## config.mk

```make
export PLATFORM = sky130hd
export DESIGN_NAME = serial_adder_ctrl
export DESIGN_NICKNAME = d
export VERILOG_FILES = /design/src/rtl/serial_adder_pkg.sv /design/src/rtl/full_adder.sv /design/src/rtl/serial_adder_ctrl.sv
export SDC_FILE = /design/constraint.sdc
export NUM_CORES = 1
export LEC_CHECK = 0
export BUFFER_PORTS_ARGS = -buffer_cell sky130_fd_sc_hd__buf_2
export CORE_MARGIN = 3
export CORE_UTILIZATION = 58
export DETAILED_ROUTE_END_ITERATION = 16
export PLACE_DENSITY = 0.83
export SLEW_MARGIN = 10
export SYNTH_ARGS = -nofsm -noshare
export SYNTH_HDL_FRONTEND = slang
export SYNTH_SLANG_ARGS = --single-unit
```

## constraint.sdc

```tcl
create_clock -name clk -period 3.1 [get_ports clk]
set_input_delay 0.155 -clock clk [delete_from_list [all_inputs] [get_ports clk]]
set_output_delay 0.155 -clock clk [all_outputs]
set_load 0.02 [all_outputs]
```

## src/rtl/serial_adder_pkg.sv

```systemverilog
// Shared types for the bit-serial add/subtract controller.
//   state_t : controller FSM states (IDLE, RUN, DONE), fixed encodings below.
package serial_adder_pkg;

  localparam logic [1:0] EncIdle = 2'd0;
  localparam logic [1:0] EncRun  = 2'd1;
  localparam logic [1:0] EncDone = 2'd2;

  typedef enum logic [1:0] {
    IDLE = EncIdle,
    RUN  = EncRun,
    DONE = EncDone
  } state_t;

endpackage

```

## src/rtl/full_adder.sv

```systemverilog
// Single-bit full adder cell.
//   in0, in1, in2 : addend bits (in2 is normally the carry-in)
//   sum           : in0 ^ in1 ^ in2
//   carry         : majority of the three inputs
module full_adder (
  input  logic in0,
  input  logic in1,
  input  logic in2,
  output logic sum,
  output logic carry
);

  assign sum   = in0 ^ in1 ^ in2;
  assign carry = (in0 & in1) | (in2 & (in0 ^ in1));

endmodule

```

## src/rtl/serial_adder_ctrl.sv

```systemverilog
// Bit-serial add/subtract controller. One full_adder cell is reused for WIDTH cycles, LSB first.
//   clk, rst_n : clock, asynchronous active-low reset
//   start      : begin an operation (accepted in IDLE or DONE only)
//   sub        : 0 = a + b + cin, 1 = a - b
//   a, b, cin  : operands, sampled together with start
//   busy       : high while bits are being processed
//   done       : one-cycle pulse when sum/cout/ovf have been updated
//   sum        : result, held until the next completion
//   cout       : final carry (for subtraction 1 = no borrow)
//   ovf        : signed overflow
module serial_adder_ctrl
  import serial_adder_pkg::*;
#(
  parameter int unsigned WIDTH = 8
) (
  input  logic             clk,
  input  logic             rst_n,
  input  logic             start,
  input  logic             sub,
  input  logic [WIDTH-1:0] a,
  input  logic [WIDTH-1:0] b,
  input  logic             cin,
  output logic             busy,
  output logic             done,
  output logic [WIDTH-1:0] sum,
  output logic             cout,
  output logic             ovf
);

  localparam int unsigned CntW = $clog2(WIDTH);
  localparam logic [CntW-1:0] LastCnt = CntW'(WIDTH - 1);

  state_t           state_q;
  logic [WIDTH-1:0] a_sh;
  logic [WIDTH-1:0] b_sh;
  logic [WIDTH-1:0] sum_sh;
  logic             carry_q;
  logic [CntW-1:0]  cnt;

  logic fa_sum;
  logic fa_carry;

  full_adder u_full_adder (
    .in0   (a_sh[0]),
    .in1   (b_sh[0]),
    .in2   (carry_q),
    .sum   (fa_sum),
    .carry (fa_carry)
  );

  assign busy = (state_q == RUN);
  assign done = (state_q == DONE);

  always_ff @(posedge clk or negedge rst_n) begin
    if (!rst_n) begin
      state_q <= IDLE;
      a_sh    <= '0;
      b_sh    <= '0;
      sum_sh  <= '0;
      carry_q <= 1'b0;
      cnt     <= '0;
      sum     <= '0;
      cout    <= 1'b0;
      ovf     <= 1'b0;
    end else begin
      unique case (state_q)
        IDLE, DONE: begin
          if (start) begin
            // Subtraction is a + ~b + 1: invert b and force the initial carry.
            a_sh    <= a;
            b_sh    <= sub ? ~b : b;
            carry_q <= sub ? 1'b1 : cin;
            cnt     <= '0;
            state_q <= RUN;
          end else begin
            state_q <= IDLE;
          end
        end
        RUN: begin
          a_sh    <= a_sh >> 1;
          b_sh    <= b_sh >> 1;
          sum_sh  <= {fa_sum, sum_sh[WIDTH-1:1]};
          carry_q <= fa_carry;
          if (cnt == LastCnt) begin
            // carry_q here is the carry into the MSB, so overflow is it XOR carry-out.
            sum     <= {fa_sum, sum_sh[WIDTH-1:1]};
            cout    <= fa_carry;
            ovf     <= carry_q ^ fa_carry;
            cnt     <= '0;
            state_q <= DONE;
          end else begin
            cnt <= cnt + 1'b1;
          end
        end
        default: state_q <= IDLE;
      endcase
    end
  end

endmodule

```

# ---- Word-level counts from Yosys, hierarchy flattened
# Cells that the tools add are included.
dict set report word_totals {
  ff_bits 40
  inputBits 21
  output_inout_bits 12
  wordCells 41
}
dict set report op_classes {
  addsub 1
  n_eq_ne 5
  mux 14
  n_bitwise 7
  reduce_logical 5
}
# operator count
set op_table {}
lappend op_table {{$pmux 8 s2} 2}
lappend op_table {{$mux 8} 3}
lappend op_table {{$not 8->8} 1}
lappend op_table {{$mux 3} 2}
lappend op_table {{$pmux 3 s2} 1}
lappend op_table {{$pmux 2 s2} 1}
lappend op_table {{$reduce_and 2->1} 2}
lappend op_table {{$add 3x1->3 const B} 1}
lappend op_table {{$eq 3x3->1 const B} 1}
lappend op_table {{$mux 1} 3}
lappend op_table {{$xor 1x1->1} 3}
lappend op_table {{$and 1x1->1} 2}
lappend op_table {{$eq 2x1->1 const B} 1}
lappend op_table {{$eq 2x2->1 const B} 1}
lappend op_table {{$logic_not 2->1} 1}
lappend op_table {{$mux 2} 1}
lappend op_table {{$ne 2x1->1 const B} 1}
lappend op_table {{$ne 2x2->1 const B} 1}
lappend op_table {{$pmux 1 s2} 1}
lappend op_table {{$reduce_bool 2->1} 1}
lappend op_table {{$reduce_or 2->1} 1}
lappend op_table {{$or 1x1->1} 1}

# ---- Longest topological paths before layout
dict set report logic_depth {
  depth_word 4
  ltp_mapped 6
}

# ---- Modules after synthesis
# From an unflattened synthesis, not the netlist that was laid out.
dict set report hier_totals {
  cells_unflattened 147
  hier_area_um2 1702.9
}
# mod instances cells_each area_per_inst_um2
set by_module_without_submodules {}
lappend by_module_without_submodules {serial_adder_ctrl 1 146 1682.9}
lappend by_module_without_submodules {full_adder 1 1 20.0}

# ---- Least setup slack after synthesis
# No wires, ideal clock.
dict set report synth_path {
  kind {register to register}
  from {reg cnt[0]}
  to {reg cout}
  setup_ps 125
  arrival_time_ps 1443
  required_time_ps 2975
  path_slack_ps 1532
  stages_incl_launch_ff 6
  synth_period_minus_slack_ps 1568
  cell_sequence {dfrtp_1 -> ha_1 -> ha_1 -> nand3b_1 -> buf_2 -> mux2_2}
}
dict set report synth_between {
  elab_chain_cells 2
}
# element line_no
set synth_lines {}
lappend synth_lines {{start, declared} serial_adder_ctrl.sv:38} ;# logic [CntW-1:0] cnt;
lappend synth_lines {{start signal, assigned} serial_adder_ctrl.sv:92} ;# cnt <= cnt + 1'b1;
lappend synth_lines {{$eq 3x3->1} serial_adder_ctrl.sv:84} ;# if (cnt == LastCnt) begin
lappend synth_lines {{$reduce_and 2->1 (no source line)} n/a}
lappend synth_lines {{end signal, assigned} serial_adder_ctrl.sv:87} ;# cout <= fa_carry;
lappend synth_lines {{end, declared} serial_adder_ctrl.sv:26} ;# output logic cout,
# Every way passes these cells.
# A chain may end at the register's enable or synchronous reset.

# ---- Final worst setup path
dict set report layout_path {
  from {reg state_q[0]}
  to {out busy}
}
dict set report layout_between {
  elab_chain_cells 1
}
# element line_no
set layout_lines {}
lappend layout_lines {{start, declared} serial_adder_ctrl.sv:33} ;# state_t state_q;
lappend layout_lines {{start signal, assigned} serial_adder_ctrl.sv:56} ;# state_q <= IDLE;
lappend layout_lines {{start signal, assigned} serial_adder_ctrl.sv:74} ;# state_q <= RUN;
lappend layout_lines {{start signal, assigned} serial_adder_ctrl.sv:76} ;# state_q <= IDLE;
lappend layout_lines {{$eq 2x1->1} serial_adder_ctrl.sv:51} ;# assign busy = (state_q == RUN);
lappend layout_lines {{end, declared} serial_adder_ctrl.sv:23} ;# output logic busy,
# Every way passes these cells.

==> metrics.txt <==
result of the run=finished clean; number of instances in the synthesized netlist=147; number of gates resized after CTS=0; sequential group share of total power=46.6%; area of the core=approximately 0.0028 sq mm; max_cap viols=0; Fmax achieved=491 MHz; mean cell area of the mapped netlist=between 10 and 15 sq um; clock latency on the worst-skew pair=0.34 ns; fraction of power consumed by combinational cells=40.8%; clock period minus worst slack=2.04 ns; Remaining Overflow, GRT=0; Placement Setup Slack=1.18 ns; starting DRC count in detailed routing=56; die height=60.2 microns; number of clock buffers inserted by TritonCTS=5; proportion of total power due to net switching=roughly two fifths; arrival time worst endpoint=1.88 ns; gp weighted congestion=0.787; library cell used as clock root buffer=clkbuf_4; main area contributors after synthesis=dfrtp_1 (57%), nand2_1 (6.4%), mux2_2 (5.9%), a221o_1 (4.7%), xnor2_1 (4.1%); net load switching power=0.000743 W; number of antenna violations at the first check in global routing=0; unrepaired setup endpoints after global routing=false; average wire per cell in the routed design=14.4 microns; number of iterations in the first detailed-routing pass=4; aggregate routed wire length=3.01 mm; highest ir drop seen on vdd=0.798 mV; CP Data Required Time=2.94 ns; full die area=0.00362 sq mm; worst min-delay path class=primary input to flip-flop; die outline width=60.2 microns; depth of the CTS H-tree=2; TritonCTS clock tree=built; final core utilization=68.1%; number of routed nets with antenna violations=0; layout cells sized above 1=28.7%; IO Pins=33; combined area of all synthesized cells=approximately 0.0017 sq mm; max-slew violation count=0; number of nets in the layout=approximately 200; Synth Warn #=0; post-synthesis sequential element count=39; Slowest-stage cell, CP=nand2b_1; top cell type by total area after synthesis=dfrtp_1; GRT Util Overall=between 10% and 20%; type of element launching the critical path=flip-flop; area occupied by multi-input gates=639 sq um; fill count=205; final number of setup-violating endpoints=0; peak per-stage delay on the critical path=0.52 ns; clock slew at the register clock pins of the worst setup and hold paths=between 0.1 and 0.15 ns; P_leak=0.964 nW; average vias per placed instance=5.60; share of the clock period used by the worst path=65.7%; number of instances on the worst hold path=3; cells on worst reg2reg path=4; measured slew at the worst slew-check pin=0.892 ns; synthesized netlist net count=171; internal power=0.00116 W; diode count=0; number of enable-type register cells in the synthesized netlist=0; clock network power share=12.7%; largest net degree at the start of global routing=40; Via Count=around 1200; Port Buffers=32; sequential standard cell area=976 sq um; first-pass GRT wire length=4.95 mm; Std-Cell Rows=19; worst setup slack after layout=1.06 ns; # DRC=0; clk sinks=39; number of endpoints with negative hold slack in the final report=0; commonest cells in the synthesized netlist=dfrtp_1 (39), nand2_1 (29), mux2_2 (9), nor2_1 (9); post-DP HPWL=2.15 mm; most common cell in the netlist=dfrtp_1; proportion of synthesized flip-flops having asynchronous set or reset=100%; Total Negative Setup Slacks=0 ns; Power per Cell Area=~1000 mW/mm^2; sequential area share after synthesis=57.3%; Crit Path Class=flip-flop to output port; initial standard-cell utilization of the core=61.3%; Distinct cells, synth=27; slew margin rel.=40.4%; number of hold buffers added after cts=1; Worst setup EP type=output port; Post-CTS Repair Setup Buffers=0; CP Cell Sequence=nand2b_1, clkinv_4, buf_2; number of buffers between clock root and the deepest sink=2; Most used DFF post-synth=dfrtp_1; highest net fanout along the worst path=26; worst setup skew after layout=roughly 0.010 ns; area added between synthesis and finish=11.1%; share of the synthesized area in the top cell type=57.3%; number of global-route vias before repair=1117
## registers in the layout (all words and copies together) (netlist names)
signal	flops
ovf	1
carry_q	1
sum	8
sum_sh	7
state_q	2
a_sh	8
cnt	3
cout	1
b_sh	8
## layout by cell type, fill, tap and decap left out
master	n
dfrtp_1	39
buf_2	32
nand2_1	29
mux2_2	9
nor2_1	9
xnor2_1	8
a221o_1	8
a22oi_1	7
nand3_1	7
clkbuf_4	5
a22o_1	3
clkinv_2	3
nand2b_1	2
o21ai_0	2
inv_1	2
ha_1	2
clkinv_4	1
and2b_1	1
nand3b_1	1
nor2b_1	1
nor2_4	1
xor2_1	1
a32o_1	1
nor3_1	1
a21o_1	1
fa_1	1
dlygate4sd3_1	1
## power groups by stage
stage | clock network [W] | logic, W | registers [W]
2_1_floorplan | 0 | 0.000575 | 0.000939
3_3_place_gp | 0 | 0.000743 | 0.000880
3_5_place_dp | 0 | 0.000792 | 0.000895
4_1_cts | 0.000250 | 0.000790 | 0.000887
5_1_grt | 0.000276 | 0.000873 | 0.000917
6_report | 0.000241 | 0.000777 | 0.000887
## final timing paths
path | endpoint | from | slack [ns]
max | busy | state_q[0] | 1.06
min | a_sh[6] | a[6] | 0.02
max reg2reg | b_sh[4] | state_q[0] | 1.19
min reg2reg | sum_sh[1] | sum_sh[1] | 0.49
max in group asynchronous | a_sh[2] | rst_n | 2.12
min in group asynchronous | sum[0] | rst_n | 0.45
## through the flow
step                      instance area [sq um]  cells  hold slack [ns]  power [W]
after floorplan                            1700    147           -0.141    0.00151
after global placement                     1830    200            0.277    0.00162
after detailed placement                   1830    200            0.292    0.00169
after CTS                                  1890    209           0.0144    0.00193
after global routing                       1890    209          0.00259    0.00207
final                                      1890    209           0.0207    0.00191
## metal layers
metal	GRT usage [%]	up-vias	part of all wire [%]
met5	0	-	0
li1	-	565	-
met3	8.64	7	6.3
met2	29.0	39	49
met1	24.1	560	43
met4	6.96	0	1.6
## final cells by class
class / count / area share, %
sequential: 39 / 51.6
timing repair buffer: 33 / 8.99
tap: 31 / 2.05
inverter: 3 / 0.859
clock inverter: 3 / 0.793
clock buffer: 5 / 1.98
multi-input combinational: 95 / 33.8
## cells by family after synthesis
family	synth area share (%)
flip-flops	57.3
buffers and inverters	5.21
AND/OR/NAND/NOR	13.4
multiplexers	5.95
adder cells (fa/ha/maj)	2.64
AO/OA/AOI/OAI	10.9
XOR/XNOR	4.63
## worst max-delay path, delay by kind of cell (launching register included)
| kind | cells | cell delay [ns] |
|---|---|---|
| buffers and inverters | 2 | 0.61 |
| flip-flops | 1 | 0.42 |
| AND/OR/NAND/NOR | 1 | 0.52 |
Power figures use the tool's default switching activity.
